$ cat src/rtl/uart_transmitter.sv
// UART 8N1/8N2 serialiser with a one-entry holding register in front of the shift FSM.
// Latency: a byte accepted at edge N drives the start bit from edge N+1 when idle, or straight after the current stop bit.
// Backpressure: tx_ready = ~buf_full; while the buffer is full tx_valid is ignored and the producer must hold its data.
module uart_transmitter #(
    parameter int CLKS_PER_BIT = 5208,
    parameter int STOP_BITS    = 1
) (
    input  logic       int_clk,
    input  logic       int_rst_n,
    input  logic [7:0] tx_data,
    input  logic       tx_valid,
    output logic       tx_ready,
    output logic       dout,
    output logic       busy,
    output logic       tx_done
);

    localparam int CNT_W = ($clog2(CLKS_PER_BIT) < 1) ? 1 : $clog2(CLKS_PER_BIT);
    localparam logic [CNT_W-1:0] CNT_LAST  = CNT_W'(CLKS_PER_BIT - 1);
    localparam logic [2:0]       STOP_LAST = 3'(STOP_BITS - 1);

    typedef enum logic [1:0] {IDLE, START, DATA, STOP} state_t;

    state_t           state_q, state_d;
    logic [CNT_W-1:0] cnt_q, cnt_d;
    logic [2:0]       idx_q, idx_d;
    logic [7:0]       shift_q, shift_d;
    logic [7:0]       buf_dat_q, buf_dat_d;
    logic             buf_full_q, buf_full_d;
    logic             dout_q, dout_d;
    logic             bit_end;
    logic             load;

    always_ff @(posedge int_clk or negedge int_rst_n) begin
        if (!int_rst_n) begin
            state_q    <= IDLE;
            cnt_q      <= '0;
            idx_q      <= '0;
            shift_q    <= '0;
            buf_dat_q  <= '0;
            buf_full_q <= 1'b0;
            dout_q     <= 1'b1;
        end else begin
            state_q    <= state_d;
            cnt_q      <= cnt_d;
            idx_q      <= idx_d;
            shift_q    <= shift_d;
            buf_dat_q  <= buf_dat_d;
            buf_full_q <= buf_full_d;
            dout_q     <= dout_d;
        end
    end

    always_comb begin
        state_d    = state_q;
        idx_d      = idx_q;
        shift_d    = shift_q;
        buf_dat_d  = buf_dat_q;
        buf_full_d = buf_full_q;
        dout_d     = dout_q;
        tx_done    = 1'b0;
        load       = 1'b0;
        bit_end    = (cnt_q == CNT_LAST);
        cnt_d      = bit_end ? '0 : cnt_q + 1'b1;

        case (state_q)
            IDLE: begin
                cnt_d = '0;
                load  = buf_full_q;
            end
            START: begin
                if (bit_end) begin
                    state_d = DATA;
                    idx_d   = '0;
                    dout_d  = shift_q[0];
                end
            end
            DATA: begin
                if (bit_end) begin
                    if (idx_q == 3'd7) begin
                        state_d = STOP;
                        idx_d   = '0;
                        dout_d  = 1'b1;
                    end else begin
                        shift_d = shift_q >> 1;
                        idx_d   = idx_q + 3'd1;
                        dout_d  = shift_q[1];
                    end
                end
            end
            STOP: begin
                // idx_q counts stop bits here, so 8N2 needs no extra counter
                if (bit_end) begin
                    if (idx_q == STOP_LAST) begin
                        tx_done = 1'b1;
                        if (buf_full_q) begin
                            load = 1'b1;
                        end else begin
                            state_d = IDLE;
                        end
                    end else begin
                        idx_d = idx_q + 3'd1;
                    end
                end
            end
            default: state_d = IDLE;
        endcase

        if (load) begin
            state_d    = START;
            shift_d    = buf_dat_q;
            buf_full_d = 1'b0;
            cnt_d      = '0;
            idx_d      = '0;
            dout_d     = 1'b0;
        end

        // accept and load are mutually exclusive: one needs buf_full clear, the other set
        if (tx_valid && !buf_full_q) begin
            buf_dat_d  = tx_data;
            buf_full_d = 1'b1;
        end
    end

    assign tx_ready = ~buf_full_q;
    assign busy     = (state_q != IDLE) || buf_full_q;
    assign dout     = dout_q;

endmodule

$ cat config.mk
export PLATFORM = sky130hd
export DESIGN_NAME = uart_transmitter
export DESIGN_NICKNAME = d
export VERILOG_FILES = /design/src/rtl/uart_transmitter.sv
export SDC_FILE = /design/constraint.sdc
export NUM_CORES = 1
export LEC_CHECK = 0
export CORE_UTILIZATION = 53
export DETAILED_ROUTE_END_ITERATION = 10
export PLACE_DENSITY = 0.73
export SLEW_MARGIN = 10
export SYNTH_ARGS = -nofsm -noshare
export SYNTH_HDL_FRONTEND = slang
export SYNTH_SLANG_ARGS = --single-unit
$ cat constraint.sdc
create_clock -name int_clk -period 3.5 [get_ports int_clk]
set_input_delay 0.525 -clock int_clk [delete_from_list [all_inputs] [get_ports int_clk]]
set_output_delay 0.525 -clock int_clk [all_outputs]
set_load 0.01 [all_outputs]
## Word-level counts from Yosys, hierarchy flattened

Cells that the tools add are included.

- Register bits: 36
- Output and inout bits: 4
- Word-level logic and storage cells: 74

- $add $sub $neg: 2
- Equal/unequal tests: 13
- Multiplexer cells: 36
- Bitwise operators: 1
- Reductions and logical operators: 15

Operators with widths:

| cell | count |
|---|---|
| $mux 13 | 3 |
| $mux 8 | 4 |
| $ne 3x3->1 const B | 7 |
| $mux 3 | 6 |
| $mux 2 | 7 |
| $add 13x1->13 const B | 1 |
| $eq 13x13->1 const B | 1 |
| $mux 1 | 12 |
| $pmux 3 s3 | 1 |
| $reduce_bool 2->1 | 4 |
| $reduce_and 7->1 | 1 |
| $pmux 2 s3 | 1 |
| $reduce_and 3->1 | 2 |
| $reduce_and 5->1 | 1 |
| $eq 2x2->1 const B | 2 |
| $pmux 1 s2 | 2 |
| $reduce_bool 4->1 | 1 |
| $add 3x1->3 const B | 1 |
| $eq 3x3->1 const B | 1 |
| $logic_not 3->1 | 1 |
| $reduce_bool 3->1 | 1 |
| $eq 2x1->1 const B | 1 |
| $logic_not 2->1 | 1 |
| $ne 2x2->1 const B | 1 |
| other kinds (4) | 4 |

## Logic depth before layout (Yosys ltp)

- Depth after elaboration: 6
- Depth in mapped cells: 7
- Gate-level depth less buffers: 6

## Worst setup path after synthesis

OpenSTA, ideal clock, no wires.

- Path type: register -> register
- From: reg cnt_q[0]
- To: reg shift_q[1]
- Setup time: 0.125 ns
- Arrival time: 1.881 ns
- Setup slack: 1.494 ns
- Cell stages (with the launch flop): 8
- Path buffers: 2
- Clock period less this slack: 2.006 ns
- Cells stage by stage: dfrtp_1 -> ha_1 -> and4b_1 -> clkbuf_1 -> and4_1 -> buf_2 -> o21ai_4 -> mux2_2

- Cells in the longest elaborated chain, start to end: 5
- Elaborated cells on any way between the ends: 8
- Those cells by class: 2 x eq/ne; 3 x mux; 3 x reduce/logical

RTL lines:

| what | RTL line | text |
|---|---|---|
| start, declared | 25 | `logic [CNT_W-1:0] cnt_q, cnt_d;` |
| start signal, assigned | 45 | `cnt_q <= cnt_d;` |
| $eq 13x13->1 * | 63 | `bit_end = (cnt_q == CNT_LAST);` |
| $mux 1 | 93 | `if (bit_end) begin` |
| $pmux 1 s2 | 66 | `case (state_q)` |
| $ne 2x2->1 (no source line) or $reduce_bool 2->1 (tied branches) | n/a |  |
| $reduce_and 3->1 (no source line) | n/a |  |
| end signal, assigned | 47 | `shift_q <= shift_d;` |
| end, declared | 27 | `logic [7:0] shift_q, shift_d;` |

Mark *: on every way between the ends. The rest lies on a longest branch, timed or not.
A chain may end at the register's enable or synchronous reset.

## Final worst setup path

- From: reg cnt_q[0]
- To: out tx_done

- Cells in the longest elaborated chain, start to end: 3

RTL lines:

| what | RTL line | text |
|---|---|---|
| $eq 13x13->1 | 63 |  |
| $mux 1 | 93 |  |
| $mux 1 | 66 |  |
| end, declared | 15 | `output logic tx_done` |

Every way passes these cells.

==> impl_metrics.xml <==
<?xml version="1.0" encoding="UTF-8"?>
<metrics>
  <group name="detailed_routing">
    <metric name="drc" unit="">0</metric>
    <metric name="vias_per_cell" unit="">5.55</metric>
    <metric name="route.detailed.wl_per_inst" unit="um">14.5</metric>
    <metric name="detailroute.wirelength.met3" unit="um">109</metric>
    <metric name="wirelength" unit="um">3440</metric>
    <metric name="route.antenna.remaining_nets" unit="">0</metric>
    <metric name="drt_pass1_iterations" unit="">4</metric>
    <metric name="num_vias" unit="">1320</metric>
    <metric name="routed_length_on_met2" unit="um">1730</metric>
    <metric name="routed.top_layer" unit="">met4</metric>
    <metric name="initialDrtViolationCount" unit="">59</metric>
    <metric name="met1_length" unit="um">1560</metric>
  </group>
  <group name="setup_path">
    <metric name="timing.critical_path.slowest_stage_cell" unit="">clkdlybuf4s50_1</metric>
    <metric name="setup.worst_path.start" unit="">cnt_q[0]</metric>
    <metric name="crit_path_cell_trace" unit="">ha_1 &gt; and4b_1 &gt; and4_1 &gt; clkdlybuf4s50_1</metric>
    <metric name="startpoint_type" unit="">register</metric>
    <metric name="worst_setup_path_endpoint" unit="">tx_done</metric>
    <metric name="reg2reg_depth" unit="">6</metric>
    <metric name="critical_path.reg2reg.startpoint" unit="">state_q[0]</metric>
    <metric name="highest_cell_delay_on_the_worst_timing_path" unit="ns">0.58</metric>
    <metric name="critical_path.max_fanout" unit="">6</metric>
    <metric name="worst-setup-path-type" unit="">reg2out</metric>
    <metric name="critical_path.endpoint_type" unit="">primary output</metric>
    <metric name="crit_required" unit="ns">2.97</metric>
    <metric name="arrival" unit="ns">2.33</metric>
    <metric name="ff2ff_setup_slack" unit="ns">1.23</metric>
    <metric name="r2r-end" unit="">shift_q[4]</metric>
  </group>
  <group name="clocking">
    <metric name="cts_root_buf" unit="">clkbuf_4</metric>
    <metric name="cts_tree" unit="">done</metric>
    <metric name="ctsHtreeMaxLevel" unit="">2</metric>
    <metric name="worst_setup_hold_path_clk_slew" unit="ns">0.10</metric>
    <metric name="cts_post_setup_buffers_inserted" unit="">0</metric>
    <metric name="cts-resized-gates" unit="">0</metric>
    <metric name="cts.hold.buffers_added" unit="">0</metric>
    <metric name="clock_latency" unit="ns">0.35</metric>
    <metric name="max-clock-path-buffers" unit="">2</metric>
    <metric name="cts_inserted_buffers" unit="">5</metric>
    <metric name="clkSinkCount" unit="">36</metric>
  </group>
  <group name="sta">
    <metric name="totalNegativeSetupSlack" unit="ns">0</metric>
    <metric name="fin_worst_skew" unit="ns">0.00983</metric>
    <metric name="worst_hold_slack" unit="ns">0.505</metric>
    <metric name="worst_pin_slew" unit="ns">0.758</metric>
    <metric name="final_max_slew_viol_count" unit="">0</metric>
    <metric name="max_clock_freq" unit="MHz">351</metric>
    <metric name="finalCriticalPeriod" unit="ns">2.85</metric>
    <metric name="timing.final.crit_share" unit="%">81.5</metric>
    <metric name="setup_viol" unit="">0</metric>
    <metric name="finalHoldViolCount" unit="">0</metric>
    <metric name="slew-limit-headroom" unit="%">49.3</metric>
    <metric name="rsz0062_at_grt" unit="">no</metric>
  </group>
  <group name="power">
    <metric name="total_leakage_power" unit="uW">0.000937</metric>
    <metric name="ir_worst_vdd" unit="V">0.000395</metric>
    <metric name="power_per_cell_area" unit="mW/mm2">561</metric>
    <metric name="totalPowerFinal" unit="uW">1200</metric>
  </group>
  <group name="finish">
    <metric name="antenna_diode_count" unit="">0</metric>
    <metric name="postLayoutCellArea" unit="mm2">0.00214</metric>
    <metric name="share_of_final_layout_standard_cells_stronger_than_drive_strength_1" unit="%">18.2</metric>
    <metric name="area_overhead_vs_synth" unit="%">13.2</metric>
    <metric name="layout.area.seq" unit="um2">902</metric>
    <metric name="filler_instances" unit="">283</metric>
    <metric name="multi_input_area" unit="um2">927</metric>
    <metric name="final_net_count" unit="">210</metric>
  </group>
  <group name="synthesis">
    <metric name="synthesis.area" unit="mm2">0.00189</metric>
    <metric name="synth-warning-count" unit="">0</metric>
    <metric name="synth.ff_latch_count" unit="">36</metric>
    <metric name="syn_nets" unit="">194</metric>
    <metric name="synthArstFlopShare" unit="%">100</metric>
    <metric name="synth_commonest_cells" unit="">35 x dfrtp_1, 19 x mux2_2, 18 x nor2_1</metric>
    <metric name="portion_of_the_post_synthesis_area_used_by_sequential_elements" unit="%">47.6</metric>
    <metric name="synth-main-ff-cell" unit="">dfrtp_1</metric>
    <metric name="synth-edff-count" unit="">0</metric>
    <metric name="post_synth.cell_area_avg" unit="um2">10.8</metric>
    <metric name="synth.area.top_cells" unit="">dfrtp_1 46%, mux2_2 11%, ha_1 5.3%, nor2_1 3.6%, xnor2_1 3.2%</metric>
    <metric name="yosys.area.top_type" unit="">dfrtp_1</metric>
    <metric name="synth.top_cell.area_share" unit="%">46.2</metric>
    <metric name="synth_most_common_cell" unit="">dfrtp_1</metric>
    <metric name="netlist_cell_types" unit="">40</metric>
    <metric name="postSynthCellCount" unit="">175</metric>
  </group>
  <group name="floorplanning">
    <metric name="num_rows" unit="">21</metric>
    <metric name="fp.coreArea" unit="mm2">0.00339</metric>
    <metric name="die_width" unit="um">61.8</metric>
    <metric name="io_pins" unit="">15</metric>
    <metric name="die_height" unit="um">61.8</metric>
    <metric name="initial_utilization" unit="%">55.9</metric>
    <metric name="design.die.area" unit="mm2">0.00382</metric>
  </group>
  <group name="grt">
    <metric name="maximum_number_of_pins_on_one_net_before_global_route_repair" unit="">21</metric>
    <metric name="grt_first_pass_wirelength" unit="um">5620</metric>
    <metric name="initial_antenna_violation_count" unit="">0</metric>
    <metric name="grtUsageTotal" unit="%">21.0</metric>
    <metric name="grt_pass1_vias" unit="">1261</metric>
    <metric name="grt-ovfl-total" unit="">0</metric>
  </group>
  <group name="placed_design">
    <metric name="post-dp-hpwl" unit="um">2610</metric>
    <metric name="placedInstanceArea" unit="mm2">0.00207</metric>
    <metric name="port_buffers" unit="">14</metric>
    <metric name="place_congestion" unit="">0.834</metric>
  </group>
  <group name="status">
    <metric name="status" unit="">complete, no violations</metric>
  </group>
  <group name="worst_hold_path">
    <metric name="hold_path_depth" unit="">2</metric>
    <metric name="hold_path_class" unit="">reg2reg</metric>
  </group>
  <group name="job">
    <metric name="maxCapViolations" unit="">0</metric>
  </group>
</metrics>
## metrics by stage
stage | std cells | utilization [%] | setup WS, ns
final | 238 | 63.3 | 0.648
after global routing | 238 | 63.3 | 0.510
after CTS | 238 | 63.3 | 0.628
after detailed placement | 230 | 61.0 | 1.05
after global placement | 230 | 61.0 | 1.12
after floorplan | 175 | - | 1.49
## sequential cells by signal, indices dropped and copies added, names as in the netlist
name,flops
cnt_q,13
buf_dat_q,8
shift_q,8
idx_q,3
state_q,2
buf_full_q,1
dout,1
## placed cells by master, fill, tap and decap left out, types with 2 or more instances in the layout
cell,instances
xor2_1,2
mux2_2,19
mux2i_1,2
nand2_1,10
ha_1,8
inv_1,9
o21ai_0,8
nor2_1,18
xnor2_1,7
clkdlybuf4s50_1,14
dfrtp_1,35
nor4_1,4
o211ai_1,2
nand4_1,3
clkbuf_4,5
nand2b_1,3
a21oi_1,7
or3_1,2
nor2b_1,3
nand3_1,7
nand4_2,2
## cell type report
type	instances	share of cell area, %
multi-input cells	124	43.2
clock inverters	2	1.63
flip-flops and latches	36	42.1
well taps	46	2.68
inverters	9	1.58
clock buffers	6	1.93
repair buffers	15	6.88
## worst max-delay path, delay by kind of cell (launching register included)
family	cells	cell delay, ns
flip-flops	1	0.41
buffers and inverters	1	0.58
AND/OR/NAND/NOR	2	0.74
adder cells (fa/ha/maj)	1	0.26
## routing by layer
layer / vias to the layer above / global-route usage (%)
met2: 17 / 35.0
met1: 646 / 26.2
li1: 652 / -
met4: 0 / 5.71
met5: - / 0
met3: 5 / 6.83
## worst min-delay path by stage
stage / slack [ns] / end / from
final: 0.50 / dout / dout
after global routing: 0.53 / cnt_q[0] / cnt_q[0]
after floorplan: 0.23 / buf_dat_q[0] / int_rst_n
after global placement: 0.47 / cnt_q[0] / cnt_q[0]
after CTS: 0.50 / dout / dout
after detailed placement: 0.49 / dout / dout
## power by group
| group | leakage [uW] | switching [uW] | internal [uW] |
|---|---|---|---|
| sequential | 0.000453 | 79.8 | 538 |
| combinational | 0.000442 | 137 | 159 |
| clock | 0.0000422 | 138 | 150 |
## logic make-up (layout without fill, tap and decap cells)
family,count (synthesis),count (layout),synth area share [%]
compound gates,23,23,7.79
flops,36,36,47.6
xor+xnor,9,9,4.16
buf+inv,15,32,3.43
fa+ha+maj,8,8,5.28
simple gates,63,63,19.4
mux,21,21,12.4
Power figures use the tool's default switching activity.
